File: config.mk
export PLATFORM = sky130hd
export DESIGN_NAME = fwd_hazard_unit_flat
export DESIGN_NICKNAME = d
export VERILOG_FILES = /design/src/rtl/fwd_hazard_unit_pkg.sv /design/src/rtl/fwd_hazard_unit_if.sv /design/src/rtl/fwd_hazard_unit_reg_match.sv /design/src/rtl/fwd_hazard_unit.sv /design/src/flat_wrapper.sv
export SDC_FILE = /design/constraint.sdc
export NUM_CORES = 1
export LEC_CHECK = 0
export CAP_MARGIN = 20
export CELL_PAD_IN_SITES_DETAIL_PLACEMENT = 0
export CELL_PAD_IN_SITES_GLOBAL_PLACEMENT = 1
export CORE_MARGIN = 4
export CORE_UTILIZATION = 30
export CTS_CLUSTER_DIAMETER = 150
export CTS_CLUSTER_SIZE = 14
export DETAILED_ROUTE_END_ITERATION = 8
export PLACE_DENSITY_LB_ADDON = 0.1
export SYNTH_ARGS = -nofsm -noshare
export SYNTH_HDL_FRONTEND = slang
export SYNTH_SLANG_ARGS = --single-unit
File: constraint.sdc
create_clock -name clk -period 5.4 [get_ports clk]
set_clock_uncertainty 0.1 [all_clocks]
set_input_delay 1.08 -clock clk [delete_from_list [all_inputs] [get_ports clk]]
set_output_delay 1.08 -clock clk [all_outputs]
set_load 0.02 [all_outputs]
File: src/rtl/fwd_hazard_unit_pkg.sv
// Shared types and constants for the forwarding / load-use hazard unit.
// Holds the zero-register number, operand-select encodings and the pipeline slot record.
package hazard_pkg;

    localparam logic [4:0] ZERO_REG = 5'd31;

    localparam logic [1:0] FWD_RF  = 2'b00;
    localparam logic [1:0] FWD_EX  = 2'b01;
    localparam logic [1:0] FWD_MEM = 2'b10;

    typedef struct packed {
        logic [4:0] rd;
        logic       wr;
        logic       ld;
    } slot_t;

    localparam slot_t SLOT_BUBBLE = '{rd: 5'd0, wr: 1'b0, ld: 1'b0};

    // The younger producer (EX) wins over the older one (MEM).
    function automatic logic [1:0] fwd_sel(input logic used, input logic hit_ex,
                                           input logic hit_mem);
        logic [1:0] sel;
        sel = FWD_RF;
        if (used && hit_ex)
            sel = FWD_EX;
        else if (used && hit_mem)
            sel = FWD_MEM;
        return sel;
    endfunction

endpackage

File: src/rtl/fwd_hazard_unit_if.sv
// Decode-stage request and hazard/forwarding response bundle.
// master drives the decode fields, slave (the hazard unit) returns stall and selects.
interface fwd_hazard_unit_if;
    logic        id_valid;
    logic [4:0]  id_rn;
    logic [4:0]  id_rm;
    logic        id_rn_used;
    logic        id_rm_used;
    logic [4:0]  id_rd;
    logic        id_wr_en;
    logic        id_is_load;
    logic        flush;
    logic        stall;
    logic [1:0]  fwd_a;
    logic [1:0]  fwd_b;
    logic [15:0] stall_count;

    modport master (
        output id_valid, id_rn, id_rm, id_rn_used, id_rm_used,
               id_rd, id_wr_en, id_is_load, flush,
        input  stall, fwd_a, fwd_b, stall_count
    );

    modport slave (
        input  id_valid, id_rn, id_rm, id_rn_used, id_rm_used,
               id_rd, id_wr_en, id_is_load, flush,
        output stall, fwd_a, fwd_b, stall_count
    );
endinterface

File: src/rtl/fwd_hazard_unit_reg_match.sv
// Register-number comparator for one tracking slot against one source operand.
// The zero register never matches, so writes to it are never forwarded.
module reg_match #(
    parameter logic [4:0] ZERO_REG = 5'd31
) (
    input  logic [4:0] slot_rd,
    input  logic       slot_wr,
    input  logic [4:0] r,
    output logic       hit
);

    assign hit = slot_wr && (slot_rd == r) && (r != ZERO_REG);

endmodule

File: src/rtl/fwd_hazard_unit.sv
// Forwarding select and load-use stall generation for a 5-stage pipeline.
// Optional stall statistics counter built only when STALL_CNT_EN is defined.
module fwd_hazard_unit #(
    parameter logic [4:0] ZERO_REG = hazard_pkg::ZERO_REG
) (
    input  logic              clk,
    input  logic              reset_n,
    fwd_hazard_unit_if.slave  hif
);
    import hazard_pkg::slot_t;
    import hazard_pkg::SLOT_BUBBLE;
    import hazard_pkg::FWD_RF;
    import hazard_pkg::fwd_sel;

    slot_t ex_q;
    slot_t mem_q;
    logic  hit_ex_rn, hit_ex_rm, hit_mem_rn, hit_mem_rm;
    logic  stall;
    logic  [1:0] fwd_a, fwd_b;

    reg_match #(.ZERO_REG(ZERO_REG)) u_match_ex_rn (
        .slot_rd(ex_q.rd),  .slot_wr(ex_q.wr),  .r(hif.id_rn), .hit(hit_ex_rn)
    );
    reg_match #(.ZERO_REG(ZERO_REG)) u_match_ex_rm (
        .slot_rd(ex_q.rd),  .slot_wr(ex_q.wr),  .r(hif.id_rm), .hit(hit_ex_rm)
    );
    reg_match #(.ZERO_REG(ZERO_REG)) u_match_mem_rn (
        .slot_rd(mem_q.rd), .slot_wr(mem_q.wr), .r(hif.id_rn), .hit(hit_mem_rn)
    );
    reg_match #(.ZERO_REG(ZERO_REG)) u_match_mem_rm (
        .slot_rd(mem_q.rd), .slot_wr(mem_q.wr), .r(hif.id_rm), .hit(hit_mem_rm)
    );

    // A load in EX cannot supply data yet; flush outranks the stall.
    assign stall = hif.id_valid && !hif.flush && ex_q.ld &&
                   ((hif.id_rn_used && hit_ex_rn) || (hif.id_rm_used && hit_ex_rm));

    always_comb begin
        fwd_a = FWD_RF;
        fwd_b = FWD_RF;
        if (!stall) begin
            fwd_a = fwd_sel(hif.id_rn_used, hit_ex_rn, hit_mem_rn);
            fwd_b = fwd_sel(hif.id_rm_used, hit_ex_rm, hit_mem_rm);
        end
    end

    always_ff @(posedge clk or negedge reset_n) begin
        if (!reset_n) begin
            ex_q  <= SLOT_BUBBLE;
            mem_q <= SLOT_BUBBLE;
        end else begin
            mem_q <= ex_q;
            if (stall || hif.flush)
                ex_q <= SLOT_BUBBLE;
            else
                ex_q <= '{rd: hif.id_rd, wr: hif.id_valid & hif.id_wr_en, ld: hif.id_is_load};
        end
    end

    assign hif.stall = stall;
    assign hif.fwd_a = fwd_a;
    assign hif.fwd_b = fwd_b;

`ifdef STALL_CNT_EN
    logic [15:0] stall_cnt_q;

    always_ff @(posedge clk or negedge reset_n) begin
        if (!reset_n)
            stall_cnt_q <= 16'h0000;
        else if (stall && stall_cnt_q != 16'hFFFF)
            stall_cnt_q <= stall_cnt_q + 16'd1;
    end

    assign hif.stall_count = stall_cnt_q;
`else
    assign hif.stall_count = 16'h0000;
`endif

endmodule

File: src/flat_wrapper.sv
// flat-port wrapper written by rule: the top's interface ports become plain ports
module fwd_hazard_unit_flat import hazard_pkg::slot_t; import hazard_pkg::SLOT_BUBBLE; import hazard_pkg::FWD_RF; import hazard_pkg::fwd_sel;
#(
    parameter logic [4:0] ZERO_REG = hazard_pkg::ZERO_REG
)
  (clk, reset_n, hif_id_valid, hif_id_rn, hif_id_rm, hif_id_rn_used, hif_id_rm_used, hif_id_rd, hif_id_wr_en, hif_id_is_load, hif_flush, hif_stall, hif_fwd_a, hif_fwd_b, hif_stall_count);
  fwd_hazard_unit_if hif_i ();
  input  logic clk;
  input  logic reset_n;
  input wire logic [$bits(hif_i.id_valid)-1:0] hif_id_valid;
  input wire logic [$bits(hif_i.id_rn)-1:0] hif_id_rn;
  input wire logic [$bits(hif_i.id_rm)-1:0] hif_id_rm;
  input wire logic [$bits(hif_i.id_rn_used)-1:0] hif_id_rn_used;
  input wire logic [$bits(hif_i.id_rm_used)-1:0] hif_id_rm_used;
  input wire logic [$bits(hif_i.id_rd)-1:0] hif_id_rd;
  input wire logic [$bits(hif_i.id_wr_en)-1:0] hif_id_wr_en;
  input wire logic [$bits(hif_i.id_is_load)-1:0] hif_id_is_load;
  input wire logic [$bits(hif_i.flush)-1:0] hif_flush;
  output wire logic [$bits(hif_i.stall)-1:0] hif_stall;
  output wire logic [$bits(hif_i.fwd_a)-1:0] hif_fwd_a;
  output wire logic [$bits(hif_i.fwd_b)-1:0] hif_fwd_b;
  output wire logic [$bits(hif_i.stall_count)-1:0] hif_stall_count;
  assign hif_i.id_valid = hif_id_valid;
  assign hif_i.id_rn = hif_id_rn;
  assign hif_i.id_rm = hif_id_rm;
  assign hif_i.id_rn_used = hif_id_rn_used;
  assign hif_i.id_rm_used = hif_id_rm_used;
  assign hif_i.id_rd = hif_id_rd;
  assign hif_i.id_wr_en = hif_id_wr_en;
  assign hif_i.id_is_load = hif_id_is_load;
  assign hif_i.flush = hif_flush;
  assign hif_stall = hif_i.stall;
  assign hif_fwd_a = hif_i.fwd_a;
  assign hif_fwd_b = hif_i.fwd_b;
  assign hif_stall_count = hif_i.stall_count;
  fwd_hazard_unit #(.ZERO_REG(ZERO_REG)) u_core (.clk(clk), .reset_n(reset_n), .hif(hif_i));
endmodule
# --- Yosys cells after proc, flatten, opt, wreduce, memory -nomap -nowiden ---
# Cells that the tools add are included.
# W data, S select, Z words.
classes:
  add_sub_neg: 0
  div: 0
  n_eq_ne: 6
  magnitude_cmp: 0
  n_reduce_logical: 18
  n_shift: 0
  bitwise_logic: 1
  muxes: 7
  multipliers: 0
op_table:
  columns: ["operator", "count"]
  rows:
  - ["$eq A5 B5 Y1", 4]
  - ["$logic_and A1 B1 Y1", 15]
  - ["$mux W2", 6]
  - ["$ne A5 B5 Y1 const B", 2]
  - ["$mux W7", 1]
  - ["$logic_or A1 B1 Y1", 2]
  - ["$and A1 B1 Y1", 1]
  - ["$logic_not A1 Y1", 1]
word_totals:
  mem_bits_ro: 0
  regBits: 13
  mem_bits_rw: 0
  latchBits: 0
  wordCells: 37
  n_memories: 0

# --- Longest topological paths before layout ---
depth:
  ltp_word: 8
  mapped_depth: 5

# --- By module ---
# Synthesis repeated with hierarchy kept, for this count alone.
unflattened:
  hier_cells: 101
  hier_area_um2: 940.9
modules_own_cells:
  columns: ["module", "cells_per_inst", "seq_area_each_um2", "instances", "area_per_inst_um2"]
  rows:
  - ["fwd_hazard_unit", 57, 325.3, 1, 610.6]
  - ["reg_match", 11, 0.0, 4, 82.6]

# --- Worst setup path before layout ---
# OpenSTA, ideal clock, no wires.
synth_timing:
  path_type: "in2out"
  from: "input hif_id_rm[2]"
  to: "output hif_fwd_b[1]"
  arrival_time_ns: 2.264
  n_path_buf: 0
  cell_stages: 4
  required_time_ns: 4.220
  setup_slack_ns: 1.956
  path_cell_list: "xor2_1 > nor4_1 > nand3_1 > nor4_1"
synth_via:
  elab_chain_len: 7
  elab_cells_between_ends: 14
synth_lines:
  columns: ["item", "line_no", "source"]
  rows:
  - ["start, declared", "flat_wrapper.sv:12", "input wire logic [$bits(hif_i.id_rm)-1:0] hif_id_rm;"]
  - ["$eq A5 B5 Y1", "fwd_hazard_unit_reg_match.sv:12", "assign hit = slot_wr && (slot_rd == r) && (r != ZERO_REG);"]
  - ["$logic_and A1 B1 Y1 (2 in series)", "fwd_hazard_unit_reg_match.sv:12", null]
  - ["$logic_and A1 B1 Y1, on equally long branches", "fwd_hazard_unit_pkg.sv:26, fwd_hazard_unit_pkg.sv:24, fwd_hazard_unit.sv:36", null]
  - ["$mux W2 / $logic_or A1 B1 Y1 (equally long branches)", "fwd_hazard_unit_pkg.sv:26, fwd_hazard_unit.sv:36", null]
  - ["$mux W2 / $logic_and A1 B1 Y1 (equally long branches)", "fwd_hazard_unit_pkg.sv:24, fwd_hazard_unit.sv:35", null]
  - ["$mux W2 *", "fwd_hazard_unit.sv:41", "if (!stall) begin"]
  - ["end, declared", "flat_wrapper.sv:21", "output wire logic [$bits(hif_i.fwd_b)-1:0] hif_fwd_b;"]
# Mark *: on every way between the ends. The rest lies on a longest branch, timed or not.

# --- Worst setup path in the final report ---
layout_timing:
  from: "input hif_id_rn[1]"
  to: "output hif_stall"
layout_via:
  elab_chain_len: 6
  elab_cells_between_ends: 7
layout_lines:
  columns: ["item", "line_no", "source"]
  rows:
  - ["start, declared", "flat_wrapper.sv:11", "input wire logic [$bits(hif_i.id_rn)-1:0] hif_id_rn;"]
  - ["$eq A5 B5 Y1", "fwd_hazard_unit_reg_match.sv:12", null]
  - ["$logic_and A1 B1 Y1", "fwd_hazard_unit_reg_match.sv:12", null]
  - ["$logic_and A1 B1 Y1 *", "fwd_hazard_unit_reg_match.sv:12", null]
  - ["$logic_and A1 B1 Y1 *", "fwd_hazard_unit.sv:36", "((hif.id_rn_used && hit_ex_rn) || (hif.id_rm_used && hit_ex_rm));"]
  - ["$logic_or A1 B1 Y1 *", "fwd_hazard_unit.sv:36", null]
  - ["$logic_and A1 B1 Y1 *", "fwd_hazard_unit.sv:35", "assign stall = hif.id_valid && !hif.flush && ex_q.ld &&"]
  - ["end, declared", "flat_wrapper.sv:19", "output wire logic [$bits(hif_i.stall)-1:0] hif_stall;"]
# Marks and branches as above.

==> summary.txt <==
Die
  – Die Area: approximately 0.0038 mm2
  – # rows: 19
  – Top-Level Pins: between 40 and 50
  – Die Span Y: 61.3 um
  – Area of the core: around 0.0027 mm2
  – Initial core utilization: 0.312
  – Die width: 61.3 um

Detailed routing
  – Routed via count: around 620
  – Drt pass-1 iters: 4
  – DRC Markers: 0
  – Wire per inst: 12.4 um
  – Via density: around 4.3
  – Post-route ant nets: 0
  – DRT iter0 DRCs: 14
  – Wirelength, routed: roughly 1800 um

Setup path
  – Critical path startpoint category: input pin
  – CP Cell Sequence: clkdlybuf4s50_1 -> xor2_1 -> nor4_1 -> nand4_1 -> a21oi_4 -> clkdlybuf4s50_1
  – Critical Path AT: 3290 ps
  – CP Capture Type: output pin
  – Slowest stage cell, crit path: clkdlybuf4s50_1
  – Critical path class: input pin to output pin
  – CP max FO: 8
  – CP startpoint: hif_id_rn[1]
  – Worst R2R End: u_core.ex_q[5]
  – Slowest stage delay, CP: between 600 and 700 ps
  – Reg2reg start: u_core.ex_q[3]
  – R2R cell count: 5
  – Reg2Reg Setup Slack: roughly 3600 ps
  – CP most frequent cell: clkdlybuf4s50_1
  – Critical path required time: roughly 4200 ps

Timing
  – Slew @ Worst Pin: between 500 and 600 ps
  – Hold slack: 351 ps
  – Final hold viol count: 0
  – Slew HR: 0.622
  – TNS Setup: 0 ps
  – Max Freq: between 200 and 250 MHz
  – RSZ-0062 raised after global routing: false
  – Worst setup margin: just over 900 ps
  – Max-slew violations: 0
  – Min Tclk post-route: between 4000 and 5000 ps
  – Final period util: 0.828
  – Final number of setup-violating endpoints: 0

Min path
  – Hold-critical path endpoint: u_core.mem_q[2]
  – Worst hold path depth: 0
  – Min-delay worst type: flop to flop
  – Hold Startpoint: u_core.ex_q[2]

Pwr
  – Seq pwr share: 0.500
  – Power per Cell Area: 192 mW/mm2
  – Switching fraction of total power: 0.275
  – Worst VDD drop: 0.142 mV
  – P_sw: between 50 and 60 uW
  – Gate power share: 0.236
  – Clock power frac: 0.263
  – Static Leak: 0.000494 uW
  – Power after layout: 213 uW
  – Int Pwr: around 150 uW

Placement
  – DP HPWL: around 1500 um
  – Gpl congestion: around 0.79
  – Buffers on Ports: 27
  – DP Worst Slack: about 950 ps
  – Placed Area: 0.00108 mm2

Run status
  – Run status: complete, no violations

Global routing
  – GRT Total Usage: 0.0985
  – Grt ovf: 0
  – Pin count of the biggest net entering global routing: 14
  – First-pass GRT wire length: between 2000 and 3000 um
  – Number of global-route vias before repair: about 640
  – Number of antenna violations at the first check in global routing: 0

Clock network
  – Clk pin slew, worst setup/hold paths: approximately 70 ps
  – H-tree levels: 1
  – Root Driver: clkbuf_4
  – Clock buffer depth: 2
  – Clk sinks: 13
  – Postcts setup bufs: 0
  – CTS tree: built
  – Clk Latency, worst-skew pair: between 200 and 300 ps
  – CTS buffer count: 3
  – # hold bufs at CTS: 0
  – # resized after CTS: 0

Synth
  – #FFs+latches synth: 13
  – Post-synthesis sequential area ratio: 0.382
  – Cells after Synth: 85
  – Post-Syn Area: ~850 um2
  – Avg Inst Size Synth: ~10 um2
  – Distinct cell type count after synthesis: 20
  – Yosys warnings: 0

Cells and area
  – Most frequent cells in the layout: clkdlybuf4s50_1, conb_1, xor2_1, dfrtp_1, nor3b_1
  – Layout cells sized above 1: 0.0614
  – Ant diodes: 0
  – Final instance area: approximately 0.0011 mm2
  – Commonest non-fill, non-tap cell in the layout: clkdlybuf4s50_1
  – Area Growth Syn to Fin: 30.2%
  – Layout fillers: roughly 280
  – # nets final: between 100 and 150

Job
  – Max_cap viols: 0
[worst max-delay path, delay by kind of cell]
kind,cells,cell delay [ps]
AO/OA/AOI/OAI,1,300
XOR/XNOR,1,190
buffers and inverters,2,1120
AND/OR/NAND/NOR,2,580
[metrics by stage]
step,util,cells
floorplan,-,100
global placement,0.396,141
detailed placement,0.396,141
CTS,0.406,145
global route,0.406,145
finish,0.406,145
[cell usage after synthesis (all sizes together)]
cell type  instances  area, um2
nand2              4       15.0
xnor2              5       43.8
or2                1       6.26
dfrtp             13        325
nor3b              6       45.0
and3               2       12.5
nand4b             1       15.0
buf               16        120
clkbuf             1       13.8
conb               1       3.75
nand3              4       20.0
nor3               1       5.00
o21ai              1       5.00
nand4              2       12.5
nor4               5       37.5
a21oi              2       21.3
nor2               5       18.8
xor2              15        131
[cell type report]
type | count | area, um2 | area share
Multi-Input combinational cell | 70 | 449 | 0.405
Sequential cell | 13 | 325 | 0.293
Timing Repair Buffer | 27 | 270 | 0.244
Tap cell | 31 | 38.8 | 0.0349
Clock buffer | 4 | 26.3 | 0.0237
[cell families after synthesis]
kind of cell              Yosys count  share of synthesized area
buffers and inverters              17                      0.157
AOI/OAI and AO/OA                   3                     0.0308
other                               1                    0.00440
DFF                                13                      0.382
xor gates and xnor gates           20                      0.206
and+or+nand+nor                    31                      0.220
[power groups by stage]
stage	clock (uW)	sequential [uW]	combinational, uW
global placement	0	109	50.3
CTS	60.2	107	50.7
detailed placement	0	109	50.4
global route	63.5	107	54.6
finish	56.2	107	50.4
floorplan	0	108	36.0
[layer usage]
layer | up-vias | share of wire | track usage
li1 | 314 | - | -
met1 | 273 | 0.43 | 0.127
met2 | 26 | 0.48 | 0.160
met3 | 4 | 0.082 | 0.0168
met4 | 0 | 0.0094 | 0.0464
met5 | - | 0 | 0
[flip-flops by register name, summed over array words and instances (netlist names)]
name	cells
u_core.ex_q	7
u_core.mem_q	6
[how the worst max path moves through the flow]
stage / end / slack [ps] / depth (start not counted)
after floorplan: hif_fwd_b[1] / 1960 / 4
after global placement: hif_stall / 980 / 6
after detailed placement: hif_stall / 950 / 6
after CTS: hif_stall / 940 / 6
after global routing: hif_stall / 820 / 6
final: hif_stall / 930 / 6
No activity file was read; power rests on OpenSTA's default activity.
